===== config.mk =====
export PLATFORM = sky130hd
export DESIGN_NAME = uart_bus_master
export DESIGN_NICKNAME = d
export VERILOG_FILES = /design/src/rtl/uart_bus_master_pkg.sv /design/src/rtl/byte_word_shifter.sv /design/src/rtl/uart_bus_master.sv
export SDC_FILE = /design/constraint.sdc
export NUM_CORES = 1
export LEC_CHECK = 0
export ABC_AREA = 0
export CAP_MARGIN = 0
export CORE_ASPECT_RATIO = 0.75
export CORE_UTILIZATION = 53
export CTS_CLUSTER_DIAMETER = 50
export DETAILED_ROUTE_END_ITERATION = 8
export PLACE_DENSITY = 0.8
export REMOVE_ABC_BUFFERS = 1
export SLEW_MARGIN = 0
export SYNTH_ARGS = -nofsm -noshare
export SYNTH_HDL_FRONTEND = slang
export SYNTH_HIERARCHICAL = 1
export SYNTH_SLANG_ARGS = --single-unit

===== constraint.sdc =====
create_clock -name clk -period 3.3 [get_ports clk]
set_input_delay 0.33 -clock clk [delete_from_list [all_inputs] [get_ports clk]]
set_output_delay 0.33 -clock clk [all_outputs]
set_load 0.02 [all_outputs]

===== src/rtl/uart_bus_master_pkg.sv =====
// Shared opcodes, response bytes and FSM state encoding for the UART-driven bus master.
package uart_bus_master_pkg;

    localparam logic [7:0] OP_WRITE = 8'h57;
    localparam logic [7:0] OP_READ  = 8'h52;
    localparam logic [7:0] ACK      = 8'h06;
    localparam logic [7:0] NAK      = 8'h15;

    typedef enum logic [2:0] {
        S_IDLE,
        S_ADDR,
        S_DATA,
        S_REQ,
        S_ACCESS,
        S_CAPTURE,
        S_SEND
    } state_t;

    function automatic logic isOpcode(input logic [7:0] b);
        return (b == OP_WRITE) || (b == OP_READ);
    endfunction

endpackage


===== src/rtl/byte_word_shifter.sv =====
// 32-bit word register filled a byte at a time LSB-first and drained the same way,
// with a 2-bit byte count that flags the fourth byte.
module byte_word_shifter (
    input  logic        clk,
    input  logic        reset,
    input  logic        i_shiftIn,
    input  logic [7:0]  i_byte,
    input  logic        i_load,
    input  logic [31:0] i_word,
    input  logic        i_shiftOut,
    output logic [31:0] o_word,
    output logic        o_done
);

    logic [31:0] r_word;
    logic [1:0]  r_count;

    // A parallel load restarts the byte count so a full word can be drained next.
    always_ff @(posedge clk or negedge reset) begin
        if (!reset) begin
            r_word  <= '0;
            r_count <= '0;
        end else if (i_load) begin
            r_word  <= i_word;
            r_count <= '0;
        end else if (i_shiftIn) begin
            r_word  <= {i_byte, r_word[31:8]};
            r_count <= r_count + 2'd1;
        end else if (i_shiftOut) begin
            r_word  <= {8'h00, r_word[31:8]};
            r_count <= r_count + 2'd1;
        end
    end

    assign o_word = r_word;
    assign o_done = (r_count == 2'd3) && (i_shiftIn || i_shiftOut);

endmodule


===== src/rtl/uart_bus_master.sv =====
// Byte-stream command decoder that takes the memory bus from the arbiter to perform
// single-word reads and writes, answering with ACK/NAK or four read-data bytes.
module uart_bus_master
    import uart_bus_master_pkg::*;
(
    input  logic        clk,
    input  logic        reset,
    input  logic [7:0]  rx_data,
    input  logic        rx_valid,
    output logic        rx_ready,
    output logic [7:0]  tx_data,
    output logic        tx_valid,
    input  logic        tx_ready,
    output logic        bus_req,
    input  logic        bus_gnt,
    output logic [29:0] addr,
    output logic [31:0] wdata,
    output logic [3:0]  we,
    output logic        re,
    input  logic [31:0] rdata,
    output logic        busy
);

    state_t      r_state;
    logic        r_isWrite;
    logic        r_multiByte;
    logic        r_rxReady;
    logic [7:0]  r_txData;
    logic        r_txValid;
    logic        r_busReq;
    logic [29:0] r_addr;
    logic [31:0] r_wdata;
    logic [3:0]  r_we;
    logic        r_re;

    logic        w_rxFire;
    logic        w_txFire;
    logic        w_addrShift;
    logic        w_dataShiftIn;
    logic        w_dataLoad;
    logic        w_dataShiftOut;
    logic [31:0] w_addrWord;
    logic [31:0] w_dataWord;
    logic        w_addrDone;
    logic        w_dataDone;
    logic        w_misaligned;
    logic [1:0]  w_unusedAddrBits;

    assign w_rxFire       = rx_valid && r_rxReady;
    assign w_txFire       = r_txValid && tx_ready;
    assign w_addrShift    = (r_state == S_ADDR) && w_rxFire;
    assign w_dataShiftIn  = (r_state == S_DATA) && w_rxFire;
    assign w_dataLoad     = (r_state == S_CAPTURE);
    assign w_dataShiftOut = (r_state == S_SEND) && r_multiByte && w_txFire;

    // While the fourth address byte is arriving, the first byte sits in bits [15:8].
    assign w_misaligned     = (w_addrWord[9:8] != 2'b00);
    assign w_unusedAddrBits = w_addrWord[1:0];

    byte_word_shifter u_addrShifter (
        .clk        (clk),
        .reset      (reset),
        .i_shiftIn  (w_addrShift),
        .i_byte     (rx_data),
        .i_load     (1'b0),
        .i_word     (32'h0),
        .i_shiftOut (1'b0),
        .o_word     (w_addrWord),
        .o_done     (w_addrDone)
    );

    byte_word_shifter u_dataShifter (
        .clk        (clk),
        .reset      (reset),
        .i_shiftIn  (w_dataShiftIn),
        .i_byte     (rx_data),
        .i_load     (w_dataLoad),
        .i_word     (rdata),
        .i_shiftOut (w_dataShiftOut),
        .o_word     (w_dataWord),
        .o_done     (w_dataDone)
    );

    // Strobes default low every cycle so they can only pulse for the single ACCESS cycle.
    always_ff @(posedge clk or negedge reset) begin
        if (!reset) begin
            r_state     <= S_IDLE;
            r_isWrite   <= 1'b0;
            r_multiByte <= 1'b0;
            r_rxReady   <= 1'b0;
            r_txData    <= '0;
            r_txValid   <= 1'b0;
            r_busReq    <= 1'b0;
            r_addr      <= '0;
            r_wdata     <= '0;
            r_we        <= '0;
            r_re        <= 1'b0;
        end else begin
            r_we <= '0;
            r_re <= 1'b0;
            case (r_state)
                S_IDLE: begin
                    r_rxReady <= 1'b1;
                    if (w_rxFire) begin
                        if (isOpcode(rx_data)) begin
                            r_isWrite <= (rx_data == OP_WRITE);
                            r_state   <= S_ADDR;
                        end else begin
                            r_rxReady   <= 1'b0;
                            r_txData    <= NAK;
                            r_txValid   <= 1'b1;
                            r_multiByte <= 1'b0;
                            r_state     <= S_SEND;
                        end
                    end
                end
                S_ADDR: begin
                    if (w_addrDone) begin
                        if (w_misaligned) begin
                            r_rxReady   <= 1'b0;
                            r_txData    <= NAK;
                            r_txValid   <= 1'b1;
                            r_multiByte <= 1'b0;
                            r_state     <= S_SEND;
                        end else if (r_isWrite) begin
                            r_state <= S_DATA;
                        end else begin
                            r_rxReady <= 1'b0;
                            r_busReq  <= 1'b1;
                            r_state   <= S_REQ;
                        end
                    end
                end
                S_DATA: begin
                    if (w_dataDone) begin
                        r_rxReady <= 1'b0;
                        r_busReq  <= 1'b1;
                        r_state   <= S_REQ;
                    end
                end
                S_REQ: begin
                    if (bus_gnt) begin
                        r_addr  <= w_addrWord[31:2];
                        r_state <= S_ACCESS;
                        if (r_isWrite) begin
                            r_wdata <= w_dataWord;
                            r_we    <= 4'b1111;
                        end else begin
                            r_re <= 1'b1;
                        end
                    end
                end
                S_ACCESS: begin
                    if (r_isWrite) begin
                        r_busReq    <= 1'b0;
                        r_txData    <= ACK;
                        r_txValid   <= 1'b1;
                        r_multiByte <= 1'b0;
                        r_state     <= S_SEND;
                    end else begin
                        r_state <= S_CAPTURE;
                    end
                end
                S_CAPTURE: begin
                    r_busReq    <= 1'b0;
                    r_txData    <= rdata[7:0];
                    r_txValid   <= 1'b1;
                    r_multiByte <= 1'b1;
                    r_state     <= S_SEND;
                end
                S_SEND: begin
                    // The next read byte comes from bits [15:8] as the shifter drops the accepted one.
                    if (w_txFire) begin
                        if (r_multiByte && !w_dataDone) begin
                            r_txData <= w_dataWord[15:8];
                        end else begin
                            r_txValid <= 1'b0;
                            r_rxReady <= 1'b1;
                            r_state   <= S_IDLE;
                        end
                    end
                end
                default: begin
                    r_state <= S_IDLE;
                end
            endcase
        end
    end

    assign rx_ready = r_rxReady;
    assign tx_data  = r_txData;
    assign tx_valid = r_txValid;
    assign bus_req  = r_busReq;
    assign addr     = r_addr;
    assign wdata    = r_wdata;
    assign we       = r_we;
    assign re       = r_re;
    assign busy     = (r_state != S_IDLE);

endmodule


---- After elaboration in Yosys (flattened, before gate mapping) ----
Index checks and enable logic that the tools add are counted.
Widths: inputs -> output; s select.
operators by class
  $add $sub $neg .......................... 2
  equal/unequal tests ..................... 23
  multiplexer cells ....................... 59
  reductions and logical operators ........ 29
operators with widths
  cell                 count
  $mux 32              3
  $mux 8               7
  $pmux 8 s5           1
  $mux 1               28
  $mux 3               8
  $reduce_and 6->1     4
  $pmux 3 s7           1
  $ne 2x2->1 const B   10
  $eq 8x7->1 const B   2
  $reduce_and 8->1     2
  $mux 4               3
  $pmux 1 s4           3
  $reduce_bool 4->1    3
  $eq 3x3->1 const B   3
  $logic_and 1x1->1    9
  $mux 2               4
  $eq 3x2->1 const B   2
  $reduce_and 3->1     2
  $reduce_bool 3->1    2
  $pmux 1 s5           1
  $reduce_bool 5->1    1
  $add 2x1->2 const B  2
  $eq 2x2->1 const B   2
  $ne 2x1->1 const B   2
  7 further kinds      8
word-level totals
  register bits ........................... 151
  input port bits ......................... 45
  output and inout bits ................... 79
  logic and storage cells ................. 128

---- Logic depth before layout (Yosys ltp) ----
Gate-level depths: netlist of the first run.
  depth in word-level cells ............... 10
  mapped depth ............................ 13

---- Modules after synthesis ----
Netlist of the first run, hierarchy kept.
by module, submodules not included
  module             instances  cells an instance  area each (um^2)
  byte_word_shifter  2          169                1,843.0
  uart_bus_master    1          269                3,498.4

---- Worst setup path after synthesis of the first run ----
Ideal clock, no wire load.
  kind .................................... register to register
  from .................................... register r_state[1]
  to ...................................... register r_txData[0] (netlist: tx_data[0])
  setup time .............................. 0.125 ns
  arrival time ............................ 2.730 ns
  required time ........................... 3.175 ns
  path slack .............................. 0.446 ns
  cell stages (with the launch flop) ...... 14
  path buffers ............................ 6
  cells stage by stage .................... dfrtp_1 > buf_2 > buf_1 > nor4_1 > buf_6 > or2_1 > buf_6 > buf_6 > and2_1 > inv_1 > o41ai_1 > o211a_1 > buf_4 > mux2_2
between the ends
  elaborated cells on any way between the ends .. 25
  those cells by class .................... eq/ne: 12; mux: 1; reduce/logical: 12
RTL lines
  element                            line                     source
  start: declaration                 uart_bus_master.sv:24    state_t r_state;
  start signal: assignment           uart_bus_master.sv:87    r_state <= S_IDLE;
  start signal: assignment           uart_bus_master.sv:107   r_state <= S_ADDR;
  start signal: assignment           uart_bus_master.sv:113   r_state <= S_SEND;
  $eq 3x1->1                         uart_bus_master.sv:51    assign w_addrShift = (r_state == S_ADDR) && w_rxFire;
  $logic_and 1x1->1                  uart_bus_master.sv:51
  net w_addrShift                    uart_bus_master.sv:38    logic w_addrShift;
  $logic_and 1x1->1                  byte_word_shifter.sv:36  assign o_done = (r_count == 2'd3) && (i_shiftIn || i_shiftOut);
  net w_addrDone                     uart_bus_master.sv:44    logic w_addrDone;
  $ne 2x1->1 (no source line)        -
  $reduce_and 8->1 (no source line)  -
  end signal: assignment             uart_bus_master.sv:166   r_txData <= rdata[7:0];
  end signal: assignment             uart_bus_master.sv:175   r_txData <= w_dataWord[15:8];
  end: declaration                   uart_bus_master.sv:28    logic [7:0] r_txData;
The timed path passes the listed nets, and every way through them passes these cells.
A chain may end at the register's enable or synchronous reset.

---- Worst setup path in the final report of the first run ----
  from .................................... register r_state[0]
  to ...................................... register r_txData[0] (netlist: tx_data[0])
Same word-level chain as after synthesis.

==> impl.org, run 1 <==
** Routing
- The routed design has between 15000 and 20000 um of wire.
- DRC Markers :: 0
- The final route contains about 5400 vias.
- Number of DRC violations after detailed-routing iteration 0 :: roughly 500
- Post-detailed-route count of antenna-violating nets :: 0
- Number of vias per cell :: roughly 5.9
- Post-detailed-route wirelength per cell :: ~19 um
- The first detailed-routing pass took 6 iterations.

** STA
- Setup-violating endpoint count in the final report :: 0
- Based on the critical path, the design can be clocked at up to 0.356 GHz.
- Hold Fails Final Rpt :: 16
- Setup TNS :: 0 ns
- The number of max-slew violations in the final report was 0.
- Period Utilization, post-route :: 85.1%
- Headroom to the max-slew limit came out at about two fifths.
- For the pin with the worst max-slew slack, the measured transition is 0.892 ns.
- Unrepaired setup endpoints after global routing :: no
- The smallest clock period supported by the final layout is computed as about 2.8 ns.
- Final hold slack :: -0.0242 ns
- Clock skew on the completed layout was measured at ~0.0093 ns.

** Setup path
- Slowest-stage cell, CP :: sky130_fd_sc_hd__dfrtp_1
- At the worst endpoint, the required time is roughly 3.6 ns.
- Walking the worst path, the cells encountered are inv_1 > nor4_2 > or2_1 > and2_1 > inv_1 > o41ai_1 > o211a_1 > mux2_2.
- Endpoint class of the critical path :: flip-flop
- On the worst path, the slowest cell contributes a delay of 0.59 ns.
- Worst Setup Path Type :: reg -> reg
- By instance count, the cell type seen most on the critical path is sky130_fd_sc_hd__inv_1.
- STA classifies the critical path startpoint as a flip-flop.
- Counting cells, the worst reg-to-reg path comes to 8.
- Of all nets on the critical path, the largest fanout is 13.
- Data arrival time at the worst-slack endpoint :: slightly above 3 ns

** Final layout
- The count of cells in the finished layout, fillers not included, comes to ~900.
- Antenna cells :: 0
- The net count of the finished layout is 775.
- Number of fill cells in the layout :: between 900 and 1000
- Final instance area :: slightly above 9000 um2
- Footprint of the multi-input gates :: about 3200 um2
- Across the whole layout, storage elements account for around 3700 um2.
- Area overhead of the layout relative to synthesis :: 28.6%
- Fraction of final layout cells with drive strength greater than 1 :: 17.8%

** Die
- Placeable core region :: roughly 13000 um2
- The initialized floorplan defines 36 standard-cell rows.
- For this configuration, the core starts out at a cell density of between 50% and 60%.
- The floorplan step set the die height to just over 100 um.
- Full die area :: about 14000 um2
- Horizontal die dimension :: roughly 140 um
- Pin placement for this block handled around 120 I/O pins.

** Logic synthesis
- Post-Syn Instances :: 599
- Syn Std Cell Area :: approximately 7000 um2
- Mean post-synth cell area :: between 10 and 15 um2
- For this run, the number of Yosys warnings is 6.

** Placement
- Hpwl dp :: between 10000 and 15000 um
- Port buffering added approximately 120 buffers.
- The placed instances occupy a cell area of 8490 um2.
- Routability-driven placement finished with a final weighted congestion of between 0.8 and 0.9.
- # placed instances :: between 800 and 900

** CTS
- Root buffer selected by CTS :: sky130_fd_sc_hd__clkbuf_16
- Clock tree synthesis inserted a total of 17 buffers.
- TritonCTS built the clock tree.
- Clock-pin slew was measured on the worst setup and hold paths at roughly 0.060 ns.
- Resized cells post-CTS :: 0
- Buffers inserted to repair hold after CTS numbered 0.
- For the worst-skew pair, the clock arrives at the later sink with an insertion delay of approximately 0.42 ns.
- No sink is reached through more buffers than the 2 on the longest clock path.
- The tree built by TritonCTS fans out to about 150 sinks.
- CTS built an H-tree with a depth of 4.
- Setup Fix Bufs, Post-CTS :: 0

** GRT
- The number of antenna violations at the first check in global routing came to 0.
- Routing layer with the top usage in global route :: met2
- Grt ovf :: 0
- Global routing consumed, on the met2 layer, around 39% of the routing resources.
- Overall Global Routing Usage :: 26.0%
- First-pass GRT wire length :: approximately 27000 um
- Entering global routing, the biggest net connects 93 pins.
- Global routing consumed, on the met1 layer, a little under two fifths of the routing resources.
- The number of global-route vias before repair was about 5200.
- Met3 Resource Use GR :: under 10%

** Run status
- Violated checks :: negative hold slack
- Run status :: complete, but fails checks

** Job
- Across the run, the number of max-cap violations was 0.

** Power
- Summed over all cells, the static leakage comes to 3.92 nW.
- Maximum ir drop on the vdd rail :: about 0.49 mV
- In this run the power density over the cells is slightly above 900 nW/um2.

** Min path
- The tightest min-delay check is of the in -> async type.
[cells in the final DEF, fill, tap and decap left out, drive strengths merged, types with 3 or more instances in the layout]
cell,count
nor3,6
nand2,6
bufinv,3
clkdlybuf4s50,122
o21ai,10
dfrtp,146
mux2,70
or3b,18
inv,8
buf,20
conb,32
nor4,3
a22oi,4
nand4,4
o41ai,4
a21oi,39
nand3,3
o31ai,3
clkinv,4
or3,3
and2b,12
nor2,16
a221o,46
nand2b,3
nor2b,53
nor4b,46
clkbuf,24
[flip-flops by register name (all words and copies together), names as in the netlist]
register	count
u_addrShifter/r_count	2
u_dataShifter/o_word	32
r_state	3
addr	30
tx_data	8
wdata	32
r_multiByte	1
rx_ready	1
tx_valid	1
r_isWrite	1
re	1
u_dataShifter/r_count	2
bus_req	1
u_addrShifter/o_word	30
we	1
[final timing paths]
| check | from | to | slack [ns] |
|---|---|---|---|
| max | r_state[0]$_DFFE_PN0P_ | tx_data[0]$_DFFE_PN0P_ | 0.49 |
| min | reset | wdata[14]$_DFFE_PN0P_ | -0.02 |
| max reg2reg | r_state[0]$_DFFE_PN0P_ | tx_data[0]$_DFFE_PN0P_ | 0.49 |
| min reg2reg | wdata[26]$_DFFE_PN0P_ | wdata[26]$_DFFE_PN0P_ | 0.50 |
| max in group asynchronous | reset | wdata[30]$_DFFE_PN0P_ | 2.55 |
| min in group clk | rdata[25] | u_dataShifter/o_word[25]$_DFFE_PN0P_ | 0.49 |
[stage by stage]
| step | worst slack [ns] | hold slack [ns] | utilization, % | total power [mW] |
|---|---|---|---|---|
| 2_1_floorplan | -2.43 | 0.0344 | - | 4.85 |
| 5_1_grt | 0.326 | 0.0683 | 70.0 | 8.75 |
| 4_1_cts | 0.571 | 0.0388 | 70.0 | 8.32 |
| 3_3_place_gp | 0.498 | 0.475 | 65.2 | 6.19 |
| 6_report | 0.492 | -0.0242 | 70.0 | 8.29 |
| 3_5_place_dp | 0.388 | 0.480 | 65.2 | 6.30 |
[metal layers]
layer  vias to the layer above  routed length (um)
met5                         -                   0
met4                         0                 290
met3                        29                 873
met2                       161                7900
met1                      2752                7990
li1                       2471                   -
[report_power, final]
part / switching [mW] / internal (mW)
sequential: 0.469 / 2.45
combinational: 1.63 / 1.75
clock: 0.728 / 1.27
total: 2.83 / 5.47
[worst max-delay path: cells and delay by family, from the launching register on]
family                 cells  cell delay [ns]
muxes                      1             0.38
and+or+nand+nor            3             0.63
buffers and inverters      2             0.27
DFF                        1             0.59
AOI/OAI and AO/OA          2             0.84
[cell type report]
| type | instances | share of cell area [%] |
|---|---|---|
| Sequential cell | 146 | 40.1 |
| Multi-Input combinational cell | 413 | 35.1 |
| Timing Repair Buffer | 142 | 15.4 |
| Clock buffer | 24 | 5.40 |
| Tap cell | 171 | 2.35 |
| Clock inverter | 8 | 1.37 |
| Inverter | 8 | 0.330 |
(Power assumes the default switching activity.)
==> run 2, diff against run 1 <==
Settings changed: CORE_UTILIZATION 53 to 55, PLACE_DENSITY 0.8 to 0.83.
Clock period 3.3 ns to 3.55 ns, I/O delays scaled along.
==> run 2 against run 1 <==
Net effect:
- the flow still finishes with violations (negative hold slack)
- maximum frequency shrank 3.6%
- global-route usage grew 0.70 points
- design area shrank 1.1%
- utilization grew 2.5 points
- critical path depth grew 1
- critical endpoint unchanged
- largest power group unchanged
- highest routed layer unchanged
==> impl.org, run 2 (synthesis results as in run 1) <==
** Run status
- Run status :: complete, but fails checks
- The checks that failed: negative hold slack.

** STA
- The tightest hold path in the finished design has a slack of -0.0188 ns.
- Min Clock Period, post-route :: between 2 and 3 ns
- For the pin with the worst max-slew slack, the measured transition is roughly 0.8 ns.
- The number of max-slew violations in the final report is 0.
- Clock skew on the completed layout was measured at between 0.008 and 0.009 ns.
- The final number of hold-violating endpoints was 5.
- Normalized max-slew margin :: a little under half
- Unrepaired setup endpoints after global routing :: no
- Setup-violating endpoint count in the final report :: 0
- Period Utilization, post-route :: 82.0%
- Max Clk Rate :: roughly 0.34 GHz

** Placement
- Port buffering added 123 buffers.
- Detailed placement ended at an HPWL of ~11000 um.
- Gp weighted congestion :: between 0.8 and 0.9
- Summing all placed instances gives a cell area of approximately 8400 um2.

** Die
- Die outline height :: roughly 100 um
- Placeable core region :: between 10000 and 15000 um2
- ~120 I/O pins were placed.
- Starting Density :: ~57%
- Full die area :: approximately 13000 um2
- The die is between 100 and 150 um wide.
- Row count :: 35

** CTS
- In this run the post-CTS setup repair buffer count came out at 0.
- After clock tree synthesis, the clock-pin slew on the worst setup and hold paths is 0.06 ns.
- Gates resized during post-CTS repair numbered 0.
- The H-tree was split into 4 levels.
- CTS tree :: yes
- Clock tree synthesis found a total of roughly 150 sinks.
- CTS placed an instance of sky130_fd_sc_hd__clkbuf_16 at the clock tree root.
- Insertion delay to the later sink of the worst-skew pair :: about 0.42 ns
- The number of hold buffers added after CTS was 0.
- Max Buffers Root-to-Sink :: 2
- Counting the buffers created by CTS gives 17.

** Setup path
- Number of buffer and inverter instances along the worst setup path :: 3
- Cell Chain, Critical Path :: buf_4 > inv_1 > nor4_2 > or2_1 > and2_1 > inv_1 > o41ai_1 > o211a_1 > mux2_2
- Data on the critical path arrives at its endpoint at around 3.2 ns.
- Slowest-stage cell, CP :: sky130_fd_sc_hd__dfrtp_1
- The critical path in this run is classified as reg -> reg.
- Largest delay share family, worst path :: compound AO/OA/AOI/OAI gates
- STA classifies the critical path startpoint as a flip-flop.
- Flop-to-flop setup slack :: around 0.64 ns
- Peak per-stage delay on the critical path :: about 0.57 ns
- Cell repeated most along the worst path :: sky130_fd_sc_hd__inv_1
- Required time of the worst setup path :: 3.85 ns
- Launch point of the critical path :: r_state[0]$_DFFE_PN0P_
- The number of cells on the worst reg-to-reg path is 9.
- Critical path fanouts, max :: 14
- Reg2Reg Launch Point :: r_state[0]$_DFFE_PN0P_
- The endpoint identified for the worst register-to-register timing path is tx_data[0]$_DFFE_PN0P_.
- STA classifies the critical path endpoint as a flip-flop.

** Final layout
- Area overhead of the layout relative to synthesis :: 27.2%
- Total Nets Final :: between 700 and 800
- The top cell types in the final layout, fill and taps aside, are sky130_fd_sc_hd__dfrtp_1 (146), sky130_fd_sc_hd__clkdlybuf4s50_1 (122), sky130_fd_sc_hd__mux2_2 (67).
- Commonest non-fill, non-tap cell in the layout :: sky130_fd_sc_hd__dfrtp_1
- The repair_antennas step left the layout with diodes totalling 0.
- Cells fill a little over 70% of the core in the end.
- The finished cells cover around 9000 um2.
- The post-route netlist has ~17% of its cells at a drive strength greater than 1.

** GRT
- Maximum number of pins on one net before global-route repair :: 88
- For this run, the total global-route usage over all layers was measured as between 20% and 30%.
- First-pass GRT wire length :: around 27000 um
- Grt ovf :: 0
- The number of antenna violations at the first check in global routing was 0.
- The number of global-route vias before repair came to 5200.

** Routing
- Before antenna repair, the detailed router went through 4 iterations.
- For this block, the routed nets add up to roughly 17000 um of wire.
- Post-detailed-route count of antenna-violating nets :: 0
- In the final routed layout, each cell accounts on average for about 19 um.
- For this run, design rule violations remaining after detail routing come to 0.
- Number of DRC violations after detailed-routing iteration 0 :: ~350
- Via Count :: between 5000 and 6000
- After detailed routing, the number of vias per cell comes to approximately 6.

** Power
- Total power :: about 7.6 mW
- Leakage power total :: just under 4 nW
- Maximum ir drop on the vdd rail :: around 0.44 mV
- Pwr Density :: 844 nW/um2

** Min path
- Worst Hold Class :: in -> async

** Job
- Max-cap violations in this run came to 0.
## run 2: changes by cell type in the layout (fill, tap and decap cells not counted), moves of 2 or more
cell	before	now
sky130_fd_sc_hd__buf_4	17	13
sky130_fd_sc_hd__inv_6	0	3
sky130_fd_sc_hd__clkinvlp_4	1	5
sky130_fd_sc_hd__clkinv_4	2	0
sky130_fd_sc_hd__clkbuf_8	4	1
## run 2: per-stage QoR
stage	setup TNS (ns)	setup WS [ns]	cells
4_1_cts	0	0.701	901
5_1_grt	0	0.404	901
2_1_floorplan	-77.98	-2.18	567
3_5_place_dp	0	0.668	870
3_3_place_gp	0	0.697	870
6_report	0	0.638	901
## run 2: final cells by class
cell class              count  area, um2
multi-input cells         413       3190
well taps                 166        208
clock inverters            11        129
fillers                   855       3430
repair buffers            137       1350
inverters                   8       30.0
clock buffers              20        447
flip-flops and latches    146       3650
## run 2: routing by layer
metal	vias to the layer above	global-route usage, %	wire length [um]	part of all wire, %
li1	2460	-	-	-
met1	2736	37.7	7580	44
met2	175	42.0	8390	49
met3	17	5.81	909	5.3
met4	0	7.07	225	1.3
met5	-	0	0	0
## run 2: report_power, final
group          switching (mW)  leakage [nW]  internal, mW
logic                    1.52          1.77          1.61
registers               0.448          1.82          2.28
clock network           0.699         0.266          1.05
total                    2.67          3.86          4.94
## run 2: how the worst max path moves through the flow
stage / endpoint / slack (ns) / cells after the start
6_report: tx_data[0]$_DFFE_PN0P_ / 0.64 / 9
3_5_place_dp: tx_data[7]$_DFFE_PN0P_ / 0.67 / 9
4_1_cts: tx_data[0]$_DFFE_PN0P_ / 0.70 / 9
3_3_place_gp: tx_data[0]$_DFFE_PN0P_ / 0.70 / 9
2_1_floorplan: tx_data[0]$_DFFE_PN0P_ / -2.18 / 8
5_1_grt: tx_data[0]$_DFFE_PN0P_ / 0.40 / 9
## run 2: worst register-to-register path: cells and delay by family (launching register included)
family / cells / cell delay (ns)
AND/OR/NAND/NOR: 3 / 0.57
buffers and inverters: 3 / 0.47
multiplexers: 1 / 0.39
AO/OA/AOI/OAI: 2 / 0.81
flip-flops: 1 / 0.57
